`config.mk`:
```
export PLATFORM = sky130hd
export DESIGN_NAME = uart_tx_fifo
export DESIGN_NICKNAME = d
export VERILOG_FILES = /design/src/rtl/uart_tx_fifo.sv
export SDC_FILE = /design/constraint.sdc
export NUM_CORES = 1
export LEC_CHECK = 0
export ABC_AREA = 1
export ABC_CLOCK_PERIOD_IN_PS = 2700
export CORE_MARGIN = 1.5
export CORE_UTILIZATION = 54
export DETAILED_ROUTE_END_ITERATION = 7
export GPL_ROUTABILITY_DRIVEN = 0
export PLACE_DENSITY = 0.81
export SLEW_MARGIN = 25
export SYNTH_ARGS = -nofsm -noshare
export SYNTH_HDL_FRONTEND = slang
export SYNTH_SLANG_ARGS = --single-unit
```
`constraint.sdc`:
```
create_clock -name clock -period 2.7 [get_ports clock]
set_input_delay 0.54 -clock clock [delete_from_list [all_inputs] [get_ports clock]]
set_output_delay 0.54 -clock clock [all_outputs]
set_load 0.03 [all_outputs]
```
`src/rtl/uart_tx_fifo.sv`:
```
// Memory-mapped UART transmit buffer: byte stores to TX_ADDR are queued in a
// circular FIFO and drained one at a time into the serial transmitter.

package uart_tx_fifo_pkg;
  typedef enum logic [1:0] {
    write_byte     = 2'd0,
    write_halfword = 2'd1,
    write_word     = 2'd2
  } mem_write_width_t;

  typedef struct packed {
    logic [31:0]      addr;
    mem_write_width_t width;
    logic [31:0]      value;
    logic             enable;
  } mem_write_control_t;
endpackage

module uart_tx_fifo
  import uart_tx_fifo_pkg::*;
#(
  parameter int unsigned DEPTH   = 16,
  parameter logic [31:0] TX_ADDR = 32'h0003_0000
) (
  input  logic                     clock,
  input  logic                     reset_n,
  input  mem_write_control_t       memory_mapped_io_control,
  output logic                     memory_mapped_io_write_complete,
  output logic [7:0]               tx_data,
  output logic                     tx_data_available,
  input  logic                     tx_ready,
  output logic [$clog2(DEPTH):0]   fifo_count,
  output logic                     fifo_full,
  output logic                     fifo_empty
);

  localparam int unsigned PTR_W = $clog2(DEPTH);
  localparam int unsigned CNT_W = PTR_W + 1;

  typedef enum logic {ST_IDLE, ST_PRESENT} drain_state_e;

  logic [7:0]       mem_q [DEPTH];
  logic [PTR_W-1:0] wr_ptr_q, wr_ptr_d;
  logic [PTR_W-1:0] rd_ptr_q, rd_ptr_d;
  logic [CNT_W-1:0] count_q, count_d;
  logic             accepted_q, accepted_d;
  drain_state_e     state_q, state_d;

  logic req_match;
  logic is_byte;
  logic push;
  logic pop;
  logic unused_value_bits;

  assign unused_value_bits = ^memory_mapped_io_control.value[31:8];

  assign req_match  = memory_mapped_io_control.enable &&
                      (memory_mapped_io_control.addr == TX_ADDR);
  assign is_byte    = (memory_mapped_io_control.width == write_byte);
  assign fifo_full  = (count_q == CNT_W'(DEPTH));
  assign fifo_empty = (count_q == '0);
  assign fifo_count = count_q;

  // accepted_q blocks a second push while the hart keeps the same store asserted.
  assign push = req_match && is_byte && !fifo_full && !accepted_q;
  assign pop  = (state_q == ST_PRESENT) && !tx_ready;

  // Wider stores to the data register complete at once and are discarded.
  always_comb begin
    // NOTE: every combinational output gets a default first so no path can infer a latch.
    memory_mapped_io_write_complete = 1'b0;
    if (req_match) begin
      memory_mapped_io_write_complete = is_byte ? accepted_q : 1'b1;
    end
  end

  always_comb begin
    wr_ptr_d   = wr_ptr_q;
    rd_ptr_d   = rd_ptr_q;
    count_d    = count_q;
    accepted_d = accepted_q;

    if (!memory_mapped_io_control.enable) begin
      accepted_d = 1'b0;
    end else if (push) begin
      accepted_d = 1'b1;
    end

    if (push) wr_ptr_d = wr_ptr_q + PTR_W'(1);
    if (pop)  rd_ptr_d = rd_ptr_q + PTR_W'(1);

    case ({push, pop})
      2'b10:   count_d = count_q + CNT_W'(1);
      2'b01:   count_d = count_q - CNT_W'(1);
      default: count_d = count_q;
    endcase
  end

  // Drain FSM; returning to IDLE waits for tx_ready so one byte is never offered twice.
  always_comb begin
    state_d           = state_q;
    tx_data_available = 1'b0;
    tx_data           = '0;
    case (state_q)
      ST_IDLE: begin
        if (!fifo_empty && tx_ready) state_d = ST_PRESENT;
      end
      ST_PRESENT: begin
        tx_data_available = 1'b1;
        tx_data           = mem_q[rd_ptr_q];
        if (!tx_ready) state_d = ST_IDLE;
      end
      default: state_d = ST_IDLE;
    endcase
  end

  always_ff @(posedge clock or negedge reset_n) begin
    // NOTE: sequential state uses non-blocking assignments so every register samples pre-edge values.
    if (!reset_n) begin
      wr_ptr_q   <= '0;
      rd_ptr_q   <= '0;
      count_q    <= '0;
      accepted_q <= 1'b0;
      state_q    <= ST_IDLE;
    end else begin
      wr_ptr_q   <= wr_ptr_d;
      rd_ptr_q   <= rd_ptr_d;
      count_q    <= count_d;
      accepted_q <= accepted_d;
      state_q    <= state_d;
    end
  end

  // NOTE: the storage array has no reset; pointers and count alone define which entries are valid.
  always_ff @(posedge clock) begin
    if (push) mem_q[wr_ptr_q] <= memory_mapped_io_control.value[7:0];
  end

endmodule

```
* After elaboration in Yosys (flattened, before gate mapping) *
Memories as Yosys holds them, arrays and structs flattened.
Cells that the tools add are included.
Widths: inputs -> output; s select.

storage, ports and cells
  bits in registers = 15
  RAM bits = 128
  bits of input ports = 70
  output and inout port bits = 17
  memories = 1

cells by class
  add/sub/neg operators = 4
  equality and inequality tests = 5
  muxes and demuxes = 12
  bitwise operators = 1
  reduce and logical (&&, ||, !) cells = 13

memory list
  memory  words  bits a word  read ports  clocked after Yosys merged registers in  write ports  RTL line  source
  mem_q   16     8            1           0                                        1            42        logic [7:0] mem_q [DEPTH];

operators by type and width
  kind                  number
  $eq 32x18->1 const B  1
  $pmux 5 s2            1
  $mux 1                9
  $add 4x1->4 const B   2
  $mux 8                1
  $logic_and 1x1->1     6
  $add 5x1->5 const B   1
  $eq 5x5->1 const B    1
  $logic_not 5->1       1
  $sub 5x1->5 const B   1
  $logic_not 1->1       4
  $eq 2x1->1 const B    1
  $eq 2x2->1 const B    1
  $logic_not 2->1       1
  $ne 2x1->1 const B    1
  $pmux 1 s2            1
  $reduce_bool 2->1     1
  $not 1->1             1

* Logic depth before layout (Yosys ltp) *
  depth in word-level cells = 7
  depth in mapped cells = 19
  gate-level depth less buffers = 18

* Worst setup path after synthesis *
OpenSTA, ideal clock, no wires.

  kind = input to register
  from = input memory_mapped_io_control[42] (netlist bit)
  to = register count_q[4], in the netlist fifo_count[4]
  library setup time = 121 ps
  arrival time = 2421 ps
  data required time = 2579 ps
  path slack = 158 ps
  stages on the path = 18
  buffers on the path = 1
  path through = nor2_1 -> inv_1 -> nor2_1 -> nand3_1 -> nor2_2 -> nand3_2 -> ha_1 -> buf_2 -> xor2_1 -> ha_1 -> inv_1 -> nand2_1 -> nand2_1 -> o21ai_2 -> a21oi_1 -> o21ai_0 -> nand2_1 -> nand2_1

on the way
  longest elaborated chain between the ends = 7
  elaborated cells on any way between the ends = 9

ends and longest elaborated chain
  item                                             RTL line  source
  from (decl)                                      27        input mem_write_control_t memory_mapped_io_control,
  $eq 32x18->1 *                                   58        (memory_mapped_io_control.addr == TX_ADDR);
  $logic_and 1x1->1 *                              57        assign req_match = memory_mapped_io_control.enable &&
  $logic_and 1x1->1 * (3 in series)                65        assign push = req_match && is_byte && !fifo_full && !accepted_q;
  $eq 2x1->1 or $eq 2x2->1 (tied branches)         92        case ({push, pop})
  $pmux 5 s2 or $reduce_bool 2->1 (tied branches)  n/a
  to (signal assigned)                             128       count_q <= count_d;
  to (decl)                                        45        logic [CNT_W-1:0] count_q, count_d;

Every way passes the cells marked *; elsewhere a longest branch is shown, timed or not.
A chain may end at the register's enable or synchronous reset.

* Worst setup path after layout *
  from = register rd_ptr_q[0]
  to = output tx_data[0]

on the way
  longest elaborated chain between the ends = 2

ends and longest elaborated chain
  item                    RTL line  source
  from (decl)             44        logic [PTR_W-1:0] rd_ptr_q, rd_ptr_d;
  from (signal assigned)  127       rd_ptr_q <= rd_ptr_d;
  $mem_v2 16x8            n/a
  $mux 8                  104       case (state_q)
  to (decl)               29        output logic [7:0] tx_data,

No other way between the ends.

==> impl_summary.txt <==
----------------------------------------------------
[Finish]
  Area of the multi-input gates ... 1780 um2
  Sequential cell area ... 4220 um2
  Area grow syn2layout ... 27.4%
  Diodes inserted ... 0
  Final Non-Filler Cells ... 789
  Leading cell types in the layout, fill and taps excluded ... nor2_1 (142), edfxtp_1 (128), o21ai_0 (62), clkdlybuf4s50_1 (53), buf_4 (44)
  Most common cell after layout, fill and taps aside ... nor2_1
  Number of fill cells in the layout ... 700
  Final #Nets ... 714
  Fraction of final layout cells sized beyond drive strength 1 ... 15.7%

[Global routing]
  Maximum number of pins on one net before global-route repair ... 50
  GRT overflow ... 0
  Number of antenna violations at the first check in global routing ... 0
  Wire length of the first global-routing pass ... 22700 um
  Vias in the first global route ... 4618
  Combined global-route utilization of all metal layers ... 25.9%

[Clock tree]
  Post-CTS clock slew at the launch and capture registers of the worst setup and hold paths ... 0.06 ns
  Number of buffers added by the clock tree synthesis step ... 17
  Clock tree from TritonCTS ... built
  Count of H-tree levels built during CTS ... 4
  Clock sink count ... 143
  Clock insertion delay at the later pin of the skew report ... 0.42 ns
  Cell at the root of the clock tree ... clkbuf_16
  Number of buffers added to fix hold violations after cts ... 0
  Buffer depth of the longest clock path ... 2

[Critical path]
  Kind of launch point of the worst setup path ... register
  Worst r2r path cells ... 12
  Worst Setup End Kind ... output pin
  Setup slack of the most critical reg-to-reg path ... 0.34 ns
  Critical Path RT ... 2.16 ns
  RR Startpoint ... state_q
  Worst-path fanout max ... 30
  Worst Setup Path Type ... reg2out
  Origin of the worst setup path ... rd_ptr_q[0]
  CP arrival ... 2.13 ns
  Endpoint of the most critical register-to-register path ... fifo_count[4]

[Synth]
  Post-synthesis sequential area ratio ... 68.5%
  Post-Synthesis Net Count ... 617
  Number of instances in the synthesized netlist ... 539
  FF+latch count, synth ... 143
  Number of synthesis warnings ... 0
  Syn_area_per_cell ... 11.4 um2
  Number of distinct library cells after synthesis ... 30
  Cell area after technology mapping ... 6160 um2

[Power]
  Maximum VDD drop ... 0.000595 V
  Total leakage power ... 2.79 nW
  Final Power ... 7.57 mW
  Power Density ... 964 nW/um2

[Hold path]
  Worst hold path cell count ... 2
  Hold wc startpoint ... accepted_q
  Class of the worst hold path ... reg2reg
  End point of the worst hold path ... wr_ptr_q[3]

[Drt]
  Met3 wire length ... 1300 um
  DRT iter0 DRCs ... 464
  Routed wire length ... 14900 um
  Total met2 wirelength after detailed routing ... 7670 um
  Post-route ant nets ... 0
  Routed length on met1 ... 5380 um
  Highest Signal Layer ... met4
  First-pass iteration count of the detailed router ... 5
  Routed wire length per instance ... 18.9 um
  Vias per Instance ... 5.83
  DRC Markers ... 0
  Total number of vias ... 4600

[Timing]
  Transition time at the pin with the least slew margin ... 0.796 ns
  Part of the cycle the worst path needs ... 98.9%
  Upper clock frequency limit ... 374 MHz
  Fin Setup TNS ... 0 ns
  RSZ-0062 raised after global routing ... yes
  Final setup fails ... 0
  Worst hold margin ... 0.497 ns
  Final count of hold timing violations ... 0
  Worst-case headroom to the max-slew limit ... 46.7%
  Worst Clk Skew ... 0.00770 ns
  Max Transition Viols Final ... 0
  Fin crit period ... 2.67 ns

[Floorplan]
  DIE AREA ... 12100 um2
  Chip Width ... 110 um
  Number of core rows ... 38
  Effective utilization at floorplan ... 56.1%
  Y dimension of the die ... 110 um
  Floorplan core area ... 11000 um2
  Number of I/O pins ... 87

[Placement]
  HPWL Detailed ... 9160 um
  Port-buffer cells ... 62
  Cell count after placement ... 754

[Job]
  Max-cap violations ... 0

[Run status]
  Run status ... finished, final reports clean

----------------------------------------------------
## through the flow
stage / setup slack (ns) / cell area [um2] / utilization, %
detailed placement: -0.295 / 7110 / 64.7
finish: 0.0298 / 7850 / 71.5
global placement: -0.210 / 7110 / 64.7
CTS: 0.00704 / 7750 / 70.5
floorplan: 0.158 / 6160 / -
global route: -0.0552 / 7850 / 71.5
## layout make-up
type / count / share of cell area (%)
clock inverter: 13 / 2.09
sequential: 143 / 53.7
inverter: 22 / 1.08
multi-input combinational: 349 / 22.7
tap: 140 / 2.23
timing repair buffer: 103 / 12.4
clock buffer: 19 / 5.77
## critical path, stage by stage, from the launching register on
cell and delay (ns):
dfrtp_2 0.49, inv_2 0.13, buf_8 0.22, nor2_1 0.07, o211ai_1 0.23, nand3_2 0.15
a21oi_2 0.22, buf_4 0.20
## registers in the layout, indices dropped and copies added (netlist names)
register	cells
mem_q	128
fifo_count	5
rd_ptr_q	4
wr_ptr_q	4
accepted_q	1
state_q	1
## kinds of logic (layout without fill, tap and decap cells)
kind of cell    count (synthesis)  count (layout)  share of synthesized area, %
buf+inv                        47             157                          3.59
compound gates                124             124                          11.6
xor+xnor                        9               9                          1.28
simple gates                  208             208                          13.4
fa+ha+maj                       8               8                          1.62
flops                         143             143                          68.5
## synthesized netlist by cell type (all sizes together)
master / n / area share (%)
a211oi: 1 / 0.12
a21boi: 1 / 0.12
a21oi: 10 / 0.81
buf: 13 / 1.5
clkbuf: 12 / 0.73
clkinv: 3 / 0.18
dfrtp: 15 / 6.1
edfxtp: 128 / 62
ha: 8 / 1.6
inv: 19 / 1.2
nand2: 40 / 2.5
nand3: 19 / 1.6
nand4: 4 / 0.41
nor2: 144 / 8.9
nor3: 1 / 0.081
o211ai: 32 / 3.9
o21ai: 78 / 6.4
o21bai: 1 / 0.12
o221ai: 1 / 0.14
xnor2: 2 / 0.28
xor2: 7 / 0.99
## worst max-delay path by stage
stage | end | depth (start not counted)
3_3_place_gp | fifo_count[4] | 18
3_5_place_dp | fifo_count[4] | 18
4_1_cts | tx_data[6] | 8
6_report | tx_data[0] | 7
5_1_grt | tx_data[0] | 7
2_1_floorplan | fifo_count[4] | 18
## power by group
group	switching (mW)	internal [mW]	leakage (nW)	total [mW]
clock	0.905	1.50	0.287	2.41
sequential	0.136	2.48	1.32	2.62
combinational	1.60	0.942	1.18	2.54
total	2.64	4.92	2.79	7.57
## routing by layer
layer  vias to the layer above  global-route usage [%]
li1                       2103                       -
met3                        54                    6.05
met1                      2184                    30.3
met5                         -                       0
met2                       259                    44.5
met4                         0                    13.2
## what timing repair did
| item | CTS | global route |
|---|---|---|
| gates resized for setup | 6 | 25 |
| pin swaps | 0 | 10 |
| gates cloned | 0 | 0 |
| setup buffers | 0 | 3 |
| endpoints found under the setup margin | 8 | 10 |
(Power assumes the default switching activity.)
==> variant 1 (config.mk and constraints unchanged) <==
`DEPTH`: 16 -> 32.
--- a/src/rtl/uart_tx_fifo.sv
+++ b/src/rtl/uart_tx_fifo.sv
@@ -20,5 +20,5 @@
   import uart_tx_fifo_pkg::*;
 #(
-  parameter int unsigned DEPTH   = 16,
+  parameter int unsigned DEPTH   = 32,
   parameter logic [31:0] TX_ADDR = 32'h0003_0000
 ) (
Interface: changed (resized fifo_count); port bits go from 87 to 88. No check against the original RTL was run, so the function may have changed too.
==> variant 1 against the unedited design <==
The flow now finishes with violations (DRC, setup timing); synthesized cell count increased by 90%; wire length increased by 120%; total power increased by 97%; core utilization decreased by 2.1 points; area after synthesis increased by 90%; setup slack got worse by 380 ps; sequential cell count increased by 131; critical path type unchanged; final area increased by 87%; clock power increased by 53%; die area increased by 87%; final cell count increased by 85%; largest cell class unchanged; non-clock buffer count increased by 63.
==> variant 1: results (changes against the unedited design) <==
- Outcome: finished with violations
- Violated checks: DRC, setup timing
- CTS Buf Count: 27 (+10)
- Pin count of the biggest net entering global routing: 59 (+18%)
- Lkg Pwr: 5.266 nW (+89%)
- CP max stage cell: inv_1
- Post-Route WL: 32.57 mm (+120%)
- Main area contributors after synthesis: edfxtp_1 (66%), nor2_1 (7.5%), o21ai_0 (5.1%), nand2_1 (4.3%), dfrtp_1 (3.8%)
- Register area share after synthesis: 0.6939 (+0.009377)
- Post-synth ARST share: 0.06569 (-0.03920)
- H-tree Lvls: 1 (-3)
- DRC viols: 2 (+2)
- Max reg flops: 256 (+100%)
- Clk_lat worst skew: 530 ps (+110 ps)
- Max-slew headroom: 0.3948 (-0.07265)
- CTS max path bufs: 3 (+1)
- Final setup margin: -349.1 ps (-378.9 ps)
- Total number of vias: 8,868 (+93%)
- Setup violations, final: 8 (+8)
- Cells after synthesis: 1,023 (+90%)
- Share of cells above drive strength 1: 0.1843 (+0.02718)
- Commonest cells post-synth: edfxtp_1 (256), nor2_1 (235), nand2_1 (134)
- Vias/cell: 6.062 (+4.0%)
- Syn_nets: 1,101 (+78%)
- Post-DP HPWL: 16.13 mm (+76%)
- Post-synth EDFFs: 256 (+100%)
[variant 1: cell types whose count changed in the layout (fill, tap and decap cells not counted), sizes merged, moves of 4 or more]
cell	delta
buf	+56
clkbuf	+21
clkinv	+5
clkinvlp	-5
edfxtp	+128
inv	+15
nand2	+95
nand3	+54
nor2	+93
nor3	+4
o211ai	-16
o21ai	+51
o22ai	+19
or2	+8
[variant 1: metrics by stage]
stage	hold slack, ps	setup WS, ps
final	517.3	-349.1
after global routing	559.1	-424.0
after CTS	522.5	-285.3
after detailed placement	507.6	-312.9
after global placement	497.2	-189.9
after floorplan	244.4	28.26
[variant 1: what timing repair did]
item                       4_1_cts  5_1_grt
gates cloned                     9        4
setup endpoints to repair        9       13
buffers inserted                 9        9
resized for setup               54       79
pin swaps                       19       35
[variant 1: worst max-delay path: cells and delay by family (launching register included)]
| kind | cells | cell delay [ps] |
|---|---|---|
| buf+inv | 2 | 690 |
| simple gates | 5 | 840 |
| flops | 1 | 450 |
[variant 1: cell type report]
class | count | area [um2] | area share
flip-flops and latches | 274 | 8144 | 0.5543
multi-input cells | 662 | 3378 | 0.2299
repair buffers | 166 | 1827 | 0.1243
clock buffers | 36 | 709.4 | 0.04828
well taps | 275 | 344.1 | 0.02342
inverters | 37 | 151.4 | 0.01030
clock inverters | 13 | 138.9 | 0.009452
[variant 1: power by group]
part,leakage (nW),internal [mW],switching [mW]
clock,0.416,2.13,1.55
sequential,2.51,4.73,0.196
combinational,2.34,2.47,3.87
[variant 1: cells by family after synthesis]
logic type	count (synthesis)
simple gates	463
flops	274
compound gates	181
buf+inv	87
xor+xnor	10
fa+ha+maj	8
[variant 1: final timing paths]
check	slack, ps	start	endpoint	cells past startpoint
setup / recovery	-350	rd_ptr_q[2]	tx_data[3]	7
setup reg to reg	300	fifo_count[2]	fifo_count[2]	14
min in group asynchronous	530	reset_n	fifo_count[4]	1
hold reg to reg	520	accepted_q	wr_ptr_q[4]	2
hold / removal	520	accepted_q	wr_ptr_q[4]	2
max in group asynchronous	1510	reset_n	rd_ptr_q[0]	1
[variant 1: per-layer routing]
layer / share of wire / track usage / vias up
met4: 0.045 / 0.1123 / 0
met1: 0.34 / 0.3635 / 4176
met5: 0 / 0 / -
li1: - / - / 3884
met3: 0.12 / 0.04667 / 126
met2: 0.49 / 0.4732 / 682
==> variant 2 (same flow settings) <==
Without the edit above. One comparison of `count_q` changes from == to >=.
--- a/src/rtl/uart_tx_fifo.sv
+++ b/src/rtl/uart_tx_fifo.sv
@@ -58,5 +58,5 @@
                       (memory_mapped_io_control.addr == TX_ADDR);
   assign is_byte    = (memory_mapped_io_control.width == write_byte);
-  assign fifo_full  = (count_q == CNT_W'(DEPTH));
+  assign fifo_full  = (count_q >= CNT_W'(DEPTH));
   assign fifo_empty = (count_q == '0);
   assign fifo_count = count_q;
Check against the original RTL: no difference found for any inputs over 10 cycles, from zero or initial values and one cycle with reset_n low; that may be too few to reach the edited logic, so the function may still have changed.
==> variant 2 against the unedited design <==
Final area grew 2.0%; synthesized cell count grew 5.2%; critical path type unchanged; area after synthesis grew 1.5%; total power grew 2.9%; die area grew 1.5%; final cell count grew 4.7%; first-iteration DRC count grew 25%; sequential cell count is the same; hold slack gained 32 ps; clock power shrank 3%; wire length grew 12%; the flow now finishes with violations (setup timing); setup slack lost 33 ps.
==> variant 2: results (changes against the unedited design) <==
- Arr. time, crit path: 2160 ps (+30 ps)
- Max-slew headroom: 0.5030 (+0.03552)
- Post-Route WL: 16.66 mm (+12%)
- Ant diodes: 0 (unchanged)
- Hold WS: 529.0 ps (+31.86 ps)
- Detailed Route Iter0 Violations: 580 (+25%)
- Pin count of the biggest net entering global routing: 58 (+16%)
- Worst hold start: wr_ptr_q[2]
- Post-DP HPWL: 9.776 mm (+6.7%)
- Setup crit start: rd_ptr_q[0]
- Max FO, Critical Path: 8 (-73%)
- Pre-Repair DR Iteration Count: 5 (unchanged)
- Post-synth ARST share: 0.1049 (unchanged)
- Clk slew on worst S/H paths: 60 ps (about the same)
- Peak supply drop: 0.6952 mV (+17%)
- Post-synth EDFFs: 128 (unchanged)
- Port Buf Inserts: 62 (unchanged)
- Initial antenna violation count: 0 (unchanged)
- CP max stage delay: 430 ps (-60 ps)
- Setup Skew: 8.070 ps (+0.3746 ps)
- Total number of vias: 4,951 (+7.6%)
- Flop-to-flop setup slack: 280 ps (-60 ps)
- Vias in the first global route: 4,773 (+3.4%)
- Max reg flops: 128 (unchanged)
- Total global routing track utilization: 0.2648 (+0.005872)
- Lkg Pwr: 2.929 nW (+5.0%)
- Post-place setup slack: -270.5 ps (+24.71 ps)
- CTS max path bufs: 2 (unchanged)
- Register area share after synthesis: 0.6744 (-0.01013)
- Share of cells above drive strength 1: 0.1508 (-0.006360)
- Root buf cell: clkbuf_16
- Final setup margin: -2.756 ps (-32.52 ps)
- Reg2Reg Depth: 12 (unchanged)
- WHS Endpoint: wr_ptr_q[2]
- Synth cell types: 30 (unchanged)
- CTS Buf Count: 17 (unchanged)
- Crit path launch type: register
- Main area contributors after synthesis: edfxtp_1 (61%), nor2_1 (8.6%), dfrtp_1 (6.0%), o21ai_0 (5.4%), nand2_1 (2.9%)
- Violated checks: setup timing
- Hold-critical path depth: 2 (unchanged)
- Commonest cells post-synth: nor2_1 (143), edfxtp_1 (128), o21ai_0 (68)
- Path category of the worst min-delay check: register to register
- Yosys warns: 0 (unchanged)
- Syn_nets: 645 (+4.5%)
- FF-to-FF End: fifo_count[4]
- First-pass GRT wire length: 24.49 mm (+7.7%)
- Outcome: finished with violations
- Layout net count: 748 (+4.8%)
- Setup violations, final: 1 (+1)
- H-tree Lvls: 4 (unchanged)
- Largest register by flop count: mem_q
- Fillers: 764 (+9.1%)
- CP max stage cell: dfrtp_2
- Clk_lat worst skew: 420 ps (about the same)
## variant 2: through the flow
stage | instance area, um2 | setup TNS (ps) | power [mW] | std cells
after floorplan | 6256 | 0 | 4.181 | 567
after global placement | 7310 | -396.4 | 5.072 | 789
after CTS | 7914 | 0 | 7.494 | 821
after global routing | 8009 | -131.9 | 8.108 | 826
after detailed placement | 7310 | -801.9 | 5.170 | 789
final | 8009 | -2.756 | 7.790 | 826
## variant 2: worst max path at each step
| stage | end | slack (ps) | cells after the start |
|---|---|---|---|
| detailed placement | fifo_count[4] | -270 | 17 |
| floorplan | fifo_count[4] | 10 | 18 |
| finish | tx_data[5] | -3 | 8 |
| global placement | fifo_count[4] | -180 | 17 |
| CTS | tx_data[2] | 8 | 7 |
| global route | tx_data[5] | -120 | 8 |
## variant 2: area by class of cell
cell class / instances / area share
flip-flops and latches: 143 / 0.5269
repair buffers: 112 / 0.1336
clock buffers: 23 / 0.06218
multi-input cells: 370 / 0.2290
clock inverters: 9 / 0.01328
inverters: 26 / 0.01265
well taps: 143 / 0.02234
## variant 2: cells by family (layout without fill, tap and decap cells)
group | count (synthesis) | after routing | synth area share
XOR/XNOR | 8 | 8 | 0.01120
AND/OR/NAND/NOR | 248 | 248 | 0.1672
AO/OA/AOI/OAI | 106 | 106 | 0.09520
buffers and inverters | 54 | 170 | 0.03600
flip-flops | 143 | 143 | 0.6744
adder cells (fa/ha/maj) | 8 | 8 | 0.01600
## variant 2: repair_timing
action | in CTS | in global routing
pin swaps | 0 | 5
hold buffers | 0 | 0
buffers inserted | 0 | 2
resized for setup | 19 | 34
endpoints found under the setup margin | 6 | 9
gates cloned | 0 | 3
## variant 2: per-layer routing
layer  GRT usage  vias up  wire length, um
met5           0        -                0
li1            -     2198                -
met2      0.4391      309             8300
met3     0.05873       60             1519
met1      0.3318     2384             6285
met4      0.1265        0              554
## variant 2: report_power, final
group / switching, mW / internal (mW) / leakage [nW]
logic: 1.76 / 1.10 / 1.31
clock network: 0.856 / 1.48 / 0.291
registers: 0.116 / 2.48 / 1.33
## variant 2: critical path, delay by kind of cell (launching register included)
family                 cells  cell delay, ps
AND/OR/NAND/NOR            1             150
flip-flops                 1             430
AO/OA/AOI/OAI              3             420
buffers and inverters      4             740
